### config.mk
export PLATFORM = sky130hd
export DESIGN_NAME = sram_access_scheduler
export DESIGN_NICKNAME = d
export VERILOG_FILES = /design/src/rtl/sram_access_scheduler.sv
export SDC_FILE = /design/constraint.sdc
export NUM_CORES = 1
export LEC_CHECK = 0
export BUFFER_PORTS_ARGS = -buffer_cell sky130_fd_sc_hd__buf_2
export CAP_MARGIN = 25
export CORE_UTILIZATION = 50
export DETAILED_ROUTE_END_ITERATION = 10
export MAX_ROUTING_LAYER = met4
export PLACE_DENSITY = 0.79
export SLEW_MARGIN = 5
export SYNTH_ARGS = -nofsm -noshare
export SYNTH_HDL_FRONTEND = slang
export SYNTH_SLANG_ARGS = --single-unit
export TNS_END_PERCENT = 20
### constraint.sdc
create_clock -name CLOCK_50_I -period 5.2 [get_ports CLOCK_50_I]
set_input_delay 0.52 -clock CLOCK_50_I [delete_from_list [all_inputs] [get_ports CLOCK_50_I]]
set_output_delay 0.52 -clock CLOCK_50_I [all_outputs]
set_load 0.1 [all_outputs]
### src/rtl/sram_access_scheduler.sv
// Milestone sequencer: arbitrates one SRAM port between UART load, M2, M1 and VGA.
// Start levels, receiver pulses and status flags are registered; the SRAM mux follows the state.
module sram_access_scheduler #(
  parameter logic [25:0] UART_TIMEOUT    = 26'd49999999,
  parameter logic [25:0] WATCHDOG_CYCLES = 26'd50000000,
  parameter logic        SIM_AUTOSTART   = 1'b0,
  parameter logic [25:0] AUTOSTART_DELAY = 26'd10
) (
  input  logic        CLOCK_50_I,
  input  logic        Reset,
  input  logic        Load_request,
  input  logic [17:0] UART_SRAM_address,
  input  logic [15:0] UART_SRAM_write_data,
  input  logic        UART_SRAM_we_n,
  output logic        UART_rx_initialize,
  output logic        UART_rx_enable,
  output logic        M2_start,
  input  logic        M2_finish,
  input  logic [17:0] M2_SRAM_address,
  input  logic [15:0] M2_SRAM_write_data,
  input  logic        M2_SRAM_we_n,
  output logic        M1_start,
  input  logic        M1_finish,
  input  logic [17:0] M1_SRAM_address,
  input  logic [15:0] M1_SRAM_write_data,
  input  logic        M1_SRAM_we_n,
  input  logic [17:0] VGA_SRAM_address,
  output logic        VGA_enable,
  output logic [17:0] SRAM_address,
  output logic [15:0] SRAM_write_data,
  output logic        SRAM_we_n,
  output logic [2:0]  State,
  output logic        Error_flag
);

  localparam logic [2:0] S_IDLE      = 3'd0;
  localparam logic [2:0] S_UART_INIT = 3'd1;
  localparam logic [2:0] S_UART_RX   = 3'd2;
  localparam logic [2:0] S_M2_RUN    = 3'd3;
  localparam logic [2:0] S_M1_RUN    = 3'd4;
  localparam logic [2:0] S_ERROR     = 3'd5;

  logic [2:0]  state_q, state_d;
  logic        m1_start_q, m1_start_d;
  logic        m2_start_q, m2_start_d;
  logic        rx_init_q, rx_init_d;
  logic        rx_en_q, rx_en_d;
  logic        vga_en_q, vga_en_d;
  logic        err_q, err_d;
  logic        auto_done_q, auto_done_d;
  logic [25:0] timer_q, timer_d;
  logic [25:0] wd_q, wd_d;
  logic [25:0] auto_cnt_q, auto_cnt_d;
  logic [25:0] wd_inc;
  logic        wd_expire;
  logic        run_q, run_d;

  assign wd_inc    = wd_q + 26'd1;
  assign wd_expire = (wd_inc == WATCHDOG_CYCLES);
  assign run_q     = (state_q == S_M2_RUN) || (state_q == S_M1_RUN);
  assign run_d     = (state_d == S_M2_RUN) || (state_d == S_M1_RUN);

  always_comb begin
    state_d     = state_q;
    m1_start_d  = m1_start_q;
    m2_start_d  = m2_start_q;
    rx_init_d   = 1'b0;
    rx_en_d     = 1'b0;
    vga_en_d    = vga_en_q;
    err_d       = err_q;
    auto_done_d = auto_done_q;
    // auto_cnt_d is the cycle count since release including this edge
    auto_cnt_d  = (&auto_cnt_q) ? auto_cnt_q : auto_cnt_q + 26'd1;
    if (rx_init_q || !UART_SRAM_we_n) timer_d = '0;
    else if (&timer_q)                timer_d = timer_q;
    else                              timer_d = timer_q + 26'd1;

    case (state_q)
      S_IDLE: begin
        if (Load_request) begin
          rx_init_d = 1'b1;
          vga_en_d  = 1'b0;
          state_d   = S_UART_INIT;
        end else if (SIM_AUTOSTART && !auto_done_q &&
                     auto_cnt_d == AUTOSTART_DELAY) begin
          auto_done_d = 1'b1;
          m2_start_d  = 1'b1;
          state_d     = S_M2_RUN;
        end
      end
      S_UART_INIT: begin
        rx_en_d = 1'b1;
        state_d = S_UART_RX;
      end
      S_UART_RX: begin
        if (timer_q == UART_TIMEOUT && UART_SRAM_address != '0) begin
          rx_init_d  = 1'b1;
          m2_start_d = 1'b1;
          state_d    = S_M2_RUN;
        end
      end
      S_M2_RUN: begin
        if (M2_finish) begin
          m2_start_d = 1'b0;
          m1_start_d = 1'b1;
          state_d    = S_M1_RUN;
        end else if (wd_expire) begin
          m2_start_d = 1'b0;
          m1_start_d = 1'b0;
          err_d      = 1'b1;
          vga_en_d   = 1'b1;
          state_d    = S_ERROR;
        end
      end
      S_M1_RUN: begin
        if (M1_finish) begin
          m1_start_d = 1'b0;
          vga_en_d   = 1'b1;
          state_d    = S_IDLE;
        end else if (wd_expire) begin
          m2_start_d = 1'b0;
          m1_start_d = 1'b0;
          err_d      = 1'b1;
          vga_en_d   = 1'b1;
          state_d    = S_ERROR;
        end
      end
      S_ERROR: begin
        if (Load_request) begin
          err_d     = 1'b0;
          rx_init_d = 1'b1;
          vga_en_d  = 1'b0;
          state_d   = S_UART_INIT;
        end
      end
      default: state_d = S_IDLE;
    endcase

    if (run_d && state_d != state_q) wd_d = '0;
    else if (run_q)                  wd_d = wd_inc;
    else                             wd_d = wd_q;
  end

  always_ff @(posedge CLOCK_50_I or posedge Reset) begin
    if (Reset) begin
      state_q     <= S_IDLE;
      m1_start_q  <= 1'b0;
      m2_start_q  <= 1'b0;
      rx_init_q   <= 1'b0;
      rx_en_q     <= 1'b0;
      vga_en_q    <= 1'b1;
      err_q       <= 1'b0;
      auto_done_q <= 1'b0;
      timer_q     <= '0;
      wd_q        <= '0;
      auto_cnt_q  <= '0;
    end else begin
      state_q     <= state_d;
      m1_start_q  <= m1_start_d;
      m2_start_q  <= m2_start_d;
      rx_init_q   <= rx_init_d;
      rx_en_q     <= rx_en_d;
      vga_en_q    <= vga_en_d;
      err_q       <= err_d;
      auto_done_q <= auto_done_d;
      timer_q     <= timer_d;
      wd_q        <= wd_d;
      auto_cnt_q  <= auto_cnt_d;
    end
  end

  // Ownership follows the registered state so a reset hands SRAM to VGA at once
  always_comb begin
    SRAM_address    = VGA_SRAM_address;
    SRAM_write_data = 16'd0;
    SRAM_we_n       = 1'b1;
    case (state_q)
      S_UART_INIT, S_UART_RX: begin
        SRAM_address    = UART_SRAM_address;
        SRAM_write_data = UART_SRAM_write_data;
        SRAM_we_n       = UART_SRAM_we_n;
      end
      S_M2_RUN: begin
        SRAM_address    = M2_SRAM_address;
        SRAM_write_data = M2_SRAM_write_data;
        SRAM_we_n       = M2_SRAM_we_n;
      end
      S_M1_RUN: begin
        SRAM_address    = M1_SRAM_address;
        SRAM_write_data = M1_SRAM_write_data;
        SRAM_we_n       = M1_SRAM_we_n;
      end
      default: ;
    endcase
  end

  assign State              = state_q;
  assign M1_start           = m1_start_q;
  assign M2_start           = m2_start_q;
  assign UART_rx_initialize = rx_init_q;
  assign UART_rx_enable     = rx_en_q;
  assign VGA_enable         = vga_en_q;
  assign Error_flag         = err_q;

endmodule
---- Word level (Yosys, flattened, before mapping) ----
Cells that the tools add are included.
cells by class
  eq/ne operators ......................... 16
  muxes and demuxes ....................... 35
  reduce and logical (&&, ||, !) cells .... 19
  add/subtract/negate cells ............... 2
operators by type and width
  cell                   number
  $mux 26                4
  $pmux 18 s3            1
  $add 26x1->26 const B  2
  $eq 26x26->1 const B   2
  $pmux 16 s3            1
  $reduce_and 26->1      1
  $reduce_bool 18->1     1
  $mux 1                 17
  $mux 3                 5
  $pmux 3 s5             1
  $pmux 1 s3             4
  $ne 2x2->1 const B     5
  $eq 3x2->1 const B     3
  $eq 3x3->1 const B     3
  $reduce_bool 3->1      3
  $reduce_and 3->1       2
  $pmux 1 s2             2
  $reduce_and 4->1       1
  $reduce_bool 2->1      2
  $reduce_or 2->1        2
  $eq 3x1->1 const B     1
  $logic_not 3->1        1
  $logic_or 1x1->1       3
  $ne 3x3->1             1
  other kinds (3)        4
storage, ports and cells
  logic and storage cells ................. 81
  register bits ........................... 61
  input port bits ......................... 128

---- Longest topological paths before layout ----
  word-level depth ........................ 9
  gate-level depth with buffers ........... 10
  mapped depth without buffers ............ 8

---- Worst setup path after synthesis ----
OpenSTA, ideal clock, no wires.
  path type ............................... flip-flop to output port
  from .................................... reg state_q[0], in the netlist State[0]
  to ...................................... out SRAM_write_data[10]
  data arrival time ....................... 4.079 ns
  cell stages (with the launch flop) ...... 7
  path buffers ............................ 3
  path slack .............................. 0.601 ns
  required time ........................... 4.680 ns
  cell sequence ........................... dfrtp_1 > clkbuf_1 > nor2b_1 > clkbuf_1 > clkbuf_1 > a21oi_1 > o21ai_0
between the ends
  longest elaborated chain between the ends .. 3
ends and longest elaborated chain
  element                                          RTL line  RTL
  from (decl)                                      43        logic [2:0] state_q, state_d;
  from (signal assigned)                           158       state_q <= state_d;
  $eq 3x1->1 / $eq 3x2->1 (equally long branches)  177       case (state_q)
  $reduce_or 2->1                                  177
  $pmux 16 s3 *                                    177
  to (decl)                                        30        output logic [15:0] SRAM_write_data,
Every way passes the cells marked *; elsewhere a longest branch is shown, timed or not.

---- Worst setup path in the final report ----
  from .................................... reg state_q[2], in the netlist State[2]
  to ...................................... out SRAM_write_data[2]
The elaborated chain is that of the path after synthesis.

==> flow_summary_export.csv <==
group,metric,value,unit
sta,worst_pin_slew,1.00,ns
clock_tree,numCtsBuffers,9,
place,numPortBuffers,171,
global_route,grt.overflow.total,0,
route,vias,5296,
critical_path,worstPathArrival,2.85,ns
route,wire_per_inst,15.7,um
sta,finalWorstPathRequiredPeriod,3.37,ns
critical_path,crit_required,4.68,ns
global_route,grt_usage,0.272,
pwr,internal_power,1.34,mW
die,coreArea,9820,um2
route,drtAntennaViolNets,0,
sta,skew,0.00823,ns
yosys,synthFlopType,"dfrtp_1",
place,gp_congestion,0.942,
route,routed_wl,14.6,mm
yosys,synth_area,5100,um2
pwr,power.switching,2.31,mW
global_route,antenna_found_initial,0,
die,start_util,0.520,
global_route,grt_max_degree,65,
yosys,synth-warning-count,0,
sta,max_freq,296,MHz
critical_path,crit_path_end_kind,"output port",
clock_tree,clock_path_buffers,2,
pwr,p_sw_frac,0.632,
die,die_h,103,um
yosys,synth_edf_count,0,
yosys,ys_async_sr_fraction,1.00,
yosys,ys_ff_latch,61,
pwr,p_seq_frac,0.183,
yosys,synthTopCellsByArea,"dfrtp_1, mux2i_1, nand2_1",
yosys,synthAdderAreaFrac,0.00490,
final_layout,n_antenna_cell,0,
critical_path,setup.worst_path.start_class,"register",
pwr,power_density,590,nW/um2
clock_tree,post-cts-setup-buffers,0,
yosys,synth_common_cells,"nand2_1, nor2_1, mux2i_1",
yosys,synth_mux_area_frac,0.141,
final_layout,final_cells,927,
route,via_per_inst,5.71,
pwr,leakage,2.84,nW
hold_path,hold_path_class,"input port to asynchronous set/reset pin",
clock_tree,cts_resized,0,
global_route,grt_pass1_wl,21.9,mm
route,first_pass_iters,6,
global_route,first_global_vias,4757,
sta,finalCritPeriodShare,0.649,
pwr,combPwrFrac,0.679,
die,rows,36,
yosys,syn_avg_cell_area,7.86,um2
yosys,yosysTopAreaCell,"dfrtp_1",
final_layout,drive_above_1_share,0.270,
final_layout,syn2layout_area_growth,21.3,%
sta,final_max_slew_viol_count,0,
clock_tree,cts_hold_buf,0,
sta,maxSlewHeadroom,0.332,
yosys,syn_nets,779,
clock_tree,clk-insertion-delay-late,0.34,ns
route,drt_iter0_markers,298,
pwr,pwr-share-clk,0.138,
sta,rsz0062_at_grt,"no",
critical_path,cp_max_fo,61,
run_status,status,"complete, no violations",
critical_path,path_class,"register to output port",
die,dieWidth,103,um
die,ioPinCount,172,
sta,hold_viol,0,
place,placed_cells_incl_taps,910,
clock_tree,cts_sinks,61,
yosys,seq_area_frac_synth,0.299,
yosys,synth_xor_area_frac,0.0910,
critical_path,rrSetupSlack,2.14,ns
clock_tree,htreeDepth,3,
yosys,syn_inst,649,
pwr,ir_worst_vdd,0.000881,V
yosys,synth_top_area_frac,0.294,
yosys,synth_top_family_by_area,"simple AND/OR/NAND/NOR gates",
die,die_area,10600,um2
sta,setup_viol,0,
job,drv.max_cap_violation_count,0,
yosys,yosys.area_share.simple,0.275,
clock_tree,cts-root-buf,"clkbuf_8",
yosys,synth_compound_area_frac,0.139,
clock_tree,cts_tree,"built",
route,remaining_drc_errors,0,
yosys,ys_types,64,
clock_tree,clkSlewWorstSetupHoldPaths,0.07,ns
final_layout,nets,919,
place,place_hpwl,10.9,mm
yosys,synth_most_common_cell,"nand2_1",
sta,final.setup.tns,0,ns
-- registers in the layout (all words and copies together), names as in the netlist --
name and flops:
M1_start 1, UART_rx_enable 1, UART_rx_initialize 1, VGA_enable 1, State 3, wd_q 26
timer_q 26, M2_start 1, Error_flag 1
-- stage by stage --
stage | power [mW] | cell area [um2] | hold slack, ns | setup WS (ns) | utilization
floorplan | 2.77 | 5100 | 0.505 | 0.601 | -
global placement | 3.10 | 5950 | 0.527 | 1.99 | 0.606
detailed placement | 3.14 | 5950 | 0.551 | 1.83 | 0.606
CTS | 3.65 | 6180 | 0.300 | 1.45 | 0.630
global route | 3.81 | 6190 | 0.347 | 1.63 | 0.630
finish | 3.65 | 6190 | 0.287 | 1.83 | 0.630
-- worst max-delay path, stage by stage, from the launching register on --
cell	delay, ns
dfrtp_2	1.02
nand2b_1	0.20
nor2_1	0.39
buf_4	0.30
nand2_1	0.07
o21ai_0	0.08
buf_2	0.46
-- power by group through the flow --
| stage | Sequential [mW] | Clock (mW) | Combinational (mW) |
|---|---|---|---|
| 6_report | 0.669 | 0.504 | 2.48 |
| 5_1_grt | 0.681 | 0.532 | 2.60 |
| 4_1_cts | 0.666 | 0.512 | 2.47 |
| 3_5_place_dp | 0.674 | 0 | 2.47 |
| 2_1_floorplan | 0.666 | 0 | 2.11 |
| 3_3_place_gp | 0.667 | 0 | 2.43 |
-- worst paths after layout --
check	to	cells past startpoint	startpoint
max	SRAM_write_data[2]	6	State[2]
min	wd_q[15]	2	Reset
max reg2reg	wd_q[23]	7	State[0]
min reg2reg	timer_q[1]	2	timer_q[1]
max in group asynchronous	State[0]	3	Reset
min in group CLOCK_50_I	UART_rx_initialize	2	Load_request
-- metal layers --
layer / wire length, um / vias to the layer above / track usage
met2: 7460 / 181 / 0.471
met4: 272 / 0 / 0.0943
met5: 0 / - / -
met1: 6020 / 2528 / 0.322
li1: - / 2569 / -
met3: 832 / 18 / 0.0427
-- cells by family after synthesis --
logic type                 count (synthesis)
xor gates and xnor gates                  53
muxes                                     72
adders and majority gates                  2
DFF                                       61
AOI/OAI and AO/OA                        119
buffers and inverters                     56
and+or+nand+nor                          286
-- layout by cell type, fill, tap and decap left out, types with 3 or more instances in the layout --
| master | instances |
|---|---|
| and4_1 | 7 |
| buf_2 | 171 |
| o21ai_0 | 23 |
| nand4_1 | 19 |
| dfrtp_1 | 58 |
| a31oi_1 | 4 |
| nand2_1 | 92 |
| a21oi_1 | 58 |
| xor2_1 | 33 |
| xnor2_1 | 20 |
| nor4_1 | 11 |
| or2_2 | 3 |
| clkbuf_8 | 9 |
| a22oi_1 | 3 |
| nor3_1 | 10 |
| clkinv_2 | 3 |
| nor2_1 | 85 |
| mux2i_1 | 72 |
| bufinv_16 | 3 |
| o31ai_1 | 3 |
| or3_1 | 3 |
| inv_1 | 7 |
| and2_1 | 3 |
| and3_1 | 5 |
| buf_4 | 6 |
| nand3_1 | 23 |
| nand2b_1 | 3 |
| nor2b_1 | 3 |
-- cell type report --
cell class,count,area [um2]
fillers,907,3630
multi-input cells,532,3320
flip-flops and latches,61,1530
repair buffers,177,901
well taps,133,166
clock buffers,9,124
clock inverters,7,114
inverters,8,30.0
(Power assumes the default switching activity.)
